File: src/rtl/matrix_pingpong_buff.sv
// matrix_pingpong_buff
//   Double-buffered operand collector for the matrix multiplier. Element pairs
//   (A, B) arrive one per handshake and are assembled column-major into one of
//   two banks. The other bank is presented in parallel, column-indexed, to the
//   multiply array. A stream of one pair per cycle can run continuously while
//   the downstream holds the current pair.
//
//   Optional feature macro: MATRIX_BUFF_B_TRANSPOSE_EN
//     defined   : B is filled row-major (element k -> b_cols[k % N][k / N]).
//     undefined : B uses the same column-major fill as A.
//
// Ports
//   clk        rising-edge clock
//   rst        asynchronous active-high reset; clears pointers, counts, storage
//   valid_in   a_in/b_in carry an element pair
//   ready_out  buffer accepts an element pair this cycle (some bank not full)
//   a_in, b_in element pair
//   ready_in   downstream consumes the presented matrix pair
//   valid_out  a_cols/b_cols hold a complete matrix pair
//   a_cols     presented A matrix, [column][row]
//   b_cols     presented B matrix, [column][row]

module matrix_pingpong_buff #(
    parameter int DATA_W = 12,
    parameter int N      = 4
) (
    input  logic                             clk,
    input  logic                             rst,
    input  logic                             valid_in,
    output logic                             ready_out,
    input  logic [DATA_W-1:0]                a_in,
    input  logic [DATA_W-1:0]                b_in,
    input  logic                             ready_in,
    output logic                             valid_out,
    output logic [N-1:0][N-1:0][DATA_W-1:0]  a_cols,
    output logic [N-1:0][N-1:0][DATA_W-1:0]  b_cols
);

    localparam int IDX_W = (N > 1) ? $clog2(N) : 1;

    typedef logic [N-1:0][N-1:0][DATA_W-1:0] mat_t;

    mat_t a_mem [2];
    mat_t b_mem [2];

    logic             wr_bank;
    logic             rd_bank;
    // The element index is held as its (column, row) pair: k = col_cnt*N + row_cnt.
    // This gives the write address directly without a divider.
    logic [IDX_W-1:0] col_cnt;
    logic [IDX_W-1:0] row_cnt;
    logic [1:0]       full_cnt;

    logic accept;
    logic consume;
    logic last_elem;
    logic bank_done;

    // Flags decode registered state only; no input-to-flag combinational path.
    assign ready_out = (full_cnt != 2'd2);
    assign valid_out = (full_cnt != 2'd0);

    assign accept    = valid_in && ready_out;
    assign consume   = valid_out && ready_in;
    assign last_elem = (col_cnt == IDX_W'(N - 1)) && (row_cnt == IDX_W'(N - 1));
    assign bank_done = accept && last_elem;

    assign a_cols = a_mem[rd_bank];
    assign b_cols = b_mem[rd_bank];

    always_ff @(posedge clk or posedge rst) begin
        if (rst) begin
            col_cnt  <= '0;
            row_cnt  <= '0;
            wr_bank  <= 1'b0;
            rd_bank  <= 1'b0;
            full_cnt <= 2'd0;
        end else begin
            if (accept) begin
                if (row_cnt == IDX_W'(N - 1)) begin
                    row_cnt <= '0;
                    if (col_cnt == IDX_W'(N - 1)) begin
                        col_cnt <= '0;
                    end else begin
                        col_cnt <= col_cnt + 1'b1;
                    end
                end else begin
                    row_cnt <= row_cnt + 1'b1;
                end
            end

            wr_bank <= wr_bank ^ bank_done;
            rd_bank <= rd_bank ^ consume;

            // Completion and consume on the same edge cancel in the count.
            unique case ({bank_done, consume})
                2'b10:   full_cnt <= full_cnt + 2'd1;
                2'b01:   full_cnt <= full_cnt - 2'd1;
                default: full_cnt <= full_cnt;
            endcase
        end
    end

    // Storage is not cleared on consume; stale data is masked by valid_out.
    always_ff @(posedge clk or posedge rst) begin
        if (rst) begin
            a_mem[0] <= '0;
            a_mem[1] <= '0;
            b_mem[0] <= '0;
            b_mem[1] <= '0;
        end else if (accept) begin
            a_mem[wr_bank][col_cnt][row_cnt] <= a_in;
`ifdef MATRIX_BUFF_B_TRANSPOSE_EN
            b_mem[wr_bank][row_cnt][col_cnt] <= b_in;
`else
            b_mem[wr_bank][col_cnt][row_cnt] <= b_in;
`endif
        end
    end

endmodule
File: config.mk
export PLATFORM = sky130hd
export DESIGN_NAME = matrix_pingpong_buff
export DESIGN_NICKNAME = d
export VERILOG_FILES = /design/src/rtl/matrix_pingpong_buff.sv
export SDC_FILE = /design/constraint.sdc
export NUM_CORES = 1
export LEC_CHECK = 0
export ABC_AREA = 0
export BUFFER_PORTS_ARGS = -buffer_cell sky130_fd_sc_hd__buf_2
export CAP_MARGIN = 20
export CORE_AREA = 2 2 280 282
export CTS_CLUSTER_DIAMETER = 30
export CTS_CLUSTER_SIZE = 25
export DETAILED_ROUTE_END_ITERATION = 12
export DIE_AREA = 0 0 282 284
export SLEW_MARGIN = 20
export SYNTH_ARGS = -nofsm -noshare
export SYNTH_HDL_FRONTEND = slang
export SYNTH_SLANG_ARGS = --single-unit
File: constraint.sdc
create_clock -name clk -period 28 [get_ports clk]
set_input_delay 0 -clock clk [delete_from_list [all_inputs] [get_ports clk]]
set_output_delay 0 -clock clk [all_outputs]
set_load 0.02 [all_outputs]
## Word-level counts from Yosys, hierarchy flattened

Cells that the tools add are included.

- Bits in registers: 776
- Bits in latches: 0
- Memory bits (writable): 0
- Memory bits (read-only): 0
- Input port bits: 28
- Output and inout bits: 386
- Logic and storage cells: 116
- Memories kept: 0

- Add/sub/neg operators: 4
- $mul: 0
- Divide/modulo/power cells: 0
- Magnitude comparators: 7
- Equal/unequal tests: 5
- Shift-type cells: 0
- Muxes and demuxes: 17
- Bitwise gates (word level): 4
- Reductions and logical operators: 10

Operators with widths:

| kind | number |
|---|---|
| 192-bit two-way mux | 7 |
| 384-bit bitwise mux | 2 |
| 192-bit demux with 1-bit select | 1 |
| 48-bit demux with 2-bit select | 1 |
| 48-bit two-way mux | 1 |
| 12-bit demux with 2-bit select | 1 |
| 12-bit two-way mux | 1 |
| 1-bit logical AND | 7 |
| 2-bit by 1-bit adder with 2-bit output (second input constant) | 3 |
| 2-bit equality test (second input constant) | 3 |
| 2-bit by 3-bit < comparator with 1-bit output (second input constant) | 2 |
| 2-bit by 1-bit greater-or-equal comparator with 1-bit output (second input constant) | 2 |
| 2-bit greater-or-equal comparator (second input constant) | 2 |
| 2-bit two-way mux | 2 |
| 1-bit NOT with 2-bit output | 2 |
| 2-bit case mux with 2 select lines | 1 |
| 2-bit nonzero test | 2 |
| 2-bit by 1-bit equality test with 1-bit output (second input constant) | 1 |
| 2-bit by 1-bit < comparator with 1-bit output (second input constant) | 1 |
| 2-bit inequality test (second input constant) | 1 |
| 2-bit AND reduction | 1 |
| 2-bit by 1-bit subtractor with 2-bit output (second input constant) | 1 |
| 1-bit XOR | 2 |

## Longest topological paths before layout

- Depth after elaboration: 9
- Mapped depth: 8
- Depth with buffers taken out: 7

## Worst setup path after synthesis

OpenSTA, ideal clock, no wires.

- Path kind: register to register
- From: reg col_cnt[0]
- To: reg a_mem[28] (netlist name)
- Setup time: 0.125 ns
- Arrival: 1.710 ns
- Required time: 27.875 ns
- Setup slack: 26.165 ns
- Stages on the path, launching flop included: 7
- Buffers on the path: 1
- Clock period less this slack: 1.835 ns
- Cells stage by stage: dfrtp_1 inv_1 ha_1 nand2_2 nor3_4 buf_6 mux2_2

- Cells in the longest elaborated chain, start to end: 7
- Elaborated cells on any way between the ends: 8
- Classes of those cells: 2 x order compare; 5 x mux; 1 x reduce/logical

RTL lines:

| item | line | source |
|---|---|---|
| start: declaration | 50 | `logic [IDX_W-1:0] col_cnt;` |
| start signal: assignment | 85 | `col_cnt <= col_cnt + 1'b1;` |
| 2-bit by 3-bit < comparator with 1-bit output (not written as such) or 2-bit by 1-bit greater-or-equal comparator with 1-bit output (tied branches) | 112 | `a_mem[wr_bank][col_cnt][row_cnt] <= a_in;` |
| 1-bit logical AND (not written as such) | 112 |  |
| 48-bit two-way mux (not written as such) | 112 |  |
| 48-bit demux with 2-bit select (*) | 112 |  |
| 192-bit two-way mux (not written as such) (*) | 112 |  |
| 192-bit demux with 1-bit select (*) | 112 |  |
| 384-bit bitwise mux (*) | 112 |  |
| end signal: indexed assignment | 112 |  |
| end: declaration | 43 | `mat_t a_mem [2];` |

Mark *: on every way between the ends. The rest lies on a longest branch, timed or not.
A chain may end at the register's enable or synchronous reset.

==> results.json <==
{
  "crit_chain": "buf_12, mux2_2, buf_2",
  "finalHoldViolCount": 0,
  "p_sw_share_pct": 33.3,
  "clockPowerShare_pct": 35.3,
  "arrival_ps": 3380,
  "required_ps": 28000,
  "hpwl_um": 54800,
  "cts_resized": 0,
  "crit_slowest_cell": "dfrtp_4",
  "initial_utilization_pct": 44.8,
  "cts_setup_buffers": 0,
  "ys_seq_area_share_pct": 56.3,
  "route.detailed.drc": 0,
  "seqPwrFrac_pct": 30.6,
  "placementRows": 102,
  "io_buffer_count": 413,
  "fp.dieH_um": 284,
  "ioPinCount": 414,
  "r2r_cells": 5,
  "slowest_delay_ps": 1060,
  "ctsRootBufferMaster": "clkbuf_16",
  "power_density_nw_per_um2": 137,
  "p_int_mw": 3.98,
  "max_freq_mhz": 295,
  "placed_cells": 3507,
  "ys_seq_elements": 776,
  "clock_path_buffers": 3,
  "setup_viol": 0,
  "synth.distinct_cells": 28,
  "ir_drop_uv": 77.7,
  "htree_levels": 4,
  "antenna_cells": 0,
  "wirelength_um": 87300,
  "cts.sink_count": 776,
  "die_x_um": 282,
  "routed_via_density": 5.18,
  "grt_pass1_vias": 22100,
  "layout.nets": 2698,
  "grt_pass1_wl_um": 134000,
  "p_sw_mw": 1.98,
  "final_util_pct": 56.4,
  "placement.cell_area_um2": 37000,
  "worst_hold_slack_ps": 7.20,
  "drive_above_1_share_pct": 65.0,
  "r2r_slack_ps": 25210,
  "status": "completed",
  "clk-insertion-delay-late_ps": 730,
  "leakagePower_nw": 21.3,
  "finClkSkew_ps": 25.6,
  "cts_tree": "built",
  "layout_common_cells": "mux2_2, dfrtp_1, buf_2, clkbuf_16, mux2_1",
  "ant_nets": 0,
  "vias": 19900,
  "endpoint_kind": "output port",
  "drt_iter0_markers": 882,
  "period_share_pct": 12.1,
  "coreArea_um2": 77000,
  "combPwrFrac_pct": 34.1,
  "num-fill-cells": 6171,
  "drt-pass1-iter-count": 4,
  "r2r_start": "full_cnt[0]$_DFFE_PP0P_",
  "multi_input_area_um2": 13800,
  "path_clk_slew_ps": 50,
  "final_common_cell": "mux2_2",
  "slew_viol_final": 0,
  "rsz0062_at_grt": "no",
  "die_area_um2": 80100,
  "path_delay_family": "flip-flops",
  "finalCriticalPeriod_ps": 3380,
  "critPathLaunch": "rd_bank$_DFF_PP0_",
  "crit_fanout": 163,
  "antenna_found_initial": 0,
  "fin_area_um2": 43400,
  "critical_path_class": "register to output port",
  "reg2reg_to": "a_mem[58]$_DFFE_PP0P_",
  "slew_headroom_pct": 27.8,
  "grt_usage_pct": 22.0,
  "synth_cells": 2200,
  "syn-cell-area_um2": 34500,
  "syn_avg_cell_area_um2": 15.7,
  "finalWeightedCongestion": 0.753,
  "worst_setup_path_start_kind": "register",
  "setup_tns_ps": 0,
  "worst_pin_slew_ps": 1080,
  "critical_path_buf_inv_count": 2,
  "syn_nets": 2237,
  "drt-wirelength-per-cell_um": 22.7,
  "regArea_um2": 19400,
  "finalNonFillerCells": 3845,
  "grt_max_degree": 178,
  "cts_buffers": 170,
  "gr-total-overflow": 0,
  "drv_cap": 0,
  "hold_class": "primary input to asynchronous set/reset pin",
  "yosysWarnings": 0,
  "syn2layout_area_growth_pct": 26.0
}
flip-flops by register name, summed over array words and instances, names as in the netlist:
name / cells
col_cnt: 2
full_cnt: 2
b_mem: 384
row_cnt: 2
rd_bank: 1
a_mem: 384
wr_bank: 1
worst register-to-register path, delay by kind of cell (launching register included):
| family | cells | cell delay [ps] |
|---|---|---|
| buf+inv | 2 | 940 |
| flops | 1 | 440 |
| mux | 1 | 430 |
| simple gates | 2 | 860 |
cell families after synthesis:
group / count (synthesis) / share of synthesized area, %
flops: 776 / 56.3
simple gates: 62 / 1.92
fa+ha+maj: 9 / 0.327
xor+xnor: 4 / 0.102
compound gates: 3 / 0.0508
buf+inv: 192 / 3.59
mux: 1154 / 37.7
how the worst max path moves through the flow:
stage	endpoint	depth (start not counted)
2_1_floorplan	a_mem[0]$_DFFE_PP0P_	1
3_3_place_gp	a_mem[134]$_DFFE_PP0P_	4
3_5_place_dp	a_mem[53]$_DFFE_PP0P_	5
4_1_cts	b_cols[80]	3
5_1_grt	b_cols[80]	3
6_report	b_cols[80]	3
final cells by class:
| cell class | instances | share of cell area, % |
|---|---|---|
| sequential | 776 | 44.7 |
| multi-input combinational | 1232 | 31.9 |
| clock buffer | 236 | 11.3 |
| timing repair buffer | 475 | 6.12 |
| tap | 1040 | 3.00 |
| clock inverter | 80 | 2.93 |
| inverter | 6 | 0.0691 |
synth_stat cells:
| master | count | area (um^2) |
|---|---|---|
| a21o_1 | 1 | 7.51 |
| and2_1 | 2 | 12.5 |
| and3_1 | 1 | 6.26 |
| buf_2 | 43 | 215 |
| buf_4 | 3 | 22.5 |
| buf_6 | 60 | 676 |
| clkbuf_1 | 80 | 300 |
| dfrtp_1 | 776 | 19400 |
| ha_1 | 9 | 113 |
| inv_1 | 6 | 22.5 |
| mux2_1 | 112 | 1260 |
| mux2_2 | 1042 | 11700 |
| nand2_1 | 10 | 37.5 |
| nand2_2 | 2 | 12.5 |
| nand2_4 | 1 | 11.3 |
| nand2b_1 | 6 | 37.5 |
| nand3_1 | 2 | 10.0 |
| nand3_2 | 1 | 10.0 |
| nand4bb_1 | 1 | 11.3 |
| nor2_1 | 3 | 11.3 |
| nor2b_1 | 1 | 6.26 |
| nor3_2 | 1 | 10.0 |
| nor3_4 | 29 | 472 |
| o21ai_0 | 2 | 10.0 |
| or2_2 | 1 | 6.26 |
| or4_1 | 1 | 7.51 |
| xnor2_1 | 2 | 17.5 |
| xor2_1 | 2 | 17.5 |
power by group through the flow:
stage	Clock (mW)	Combinational [mW]	Sequential [mW]
after CTS	2.14	2.07	1.83
final	2.11	2.04	1.83
after global routing	2.21	2.17	1.89
after floorplan	0	1.50	1.76
after detailed placement	0	2.06	1.84
after global placement	0	2.03	1.81
routing by layer:
layer,track usage [%],part of all wire [%],up-vias
met4,7.25,2.4,0
met2,36.5,49,422
li1,-,-,8834
met5,0,0,-
met3,7.42,6.7,144
met1,26.8,42,10500
stage by stage:
step	worst slack, ps	power (mW)
6_report	24620	5.97
4_1_cts	24580	6.04
2_1_floorplan	6220	3.26
5_1_grt	24510	6.27
3_5_place_dp	25170	3.90
3_3_place_gp	25270	3.84
repair_timing:
action	CTS	global route
endpoints found under the hold margin	615	0
endpoints found under the setup margin	0	0
hold buffers	21	0
Note: power is estimated with default switching activity, not from simulation.
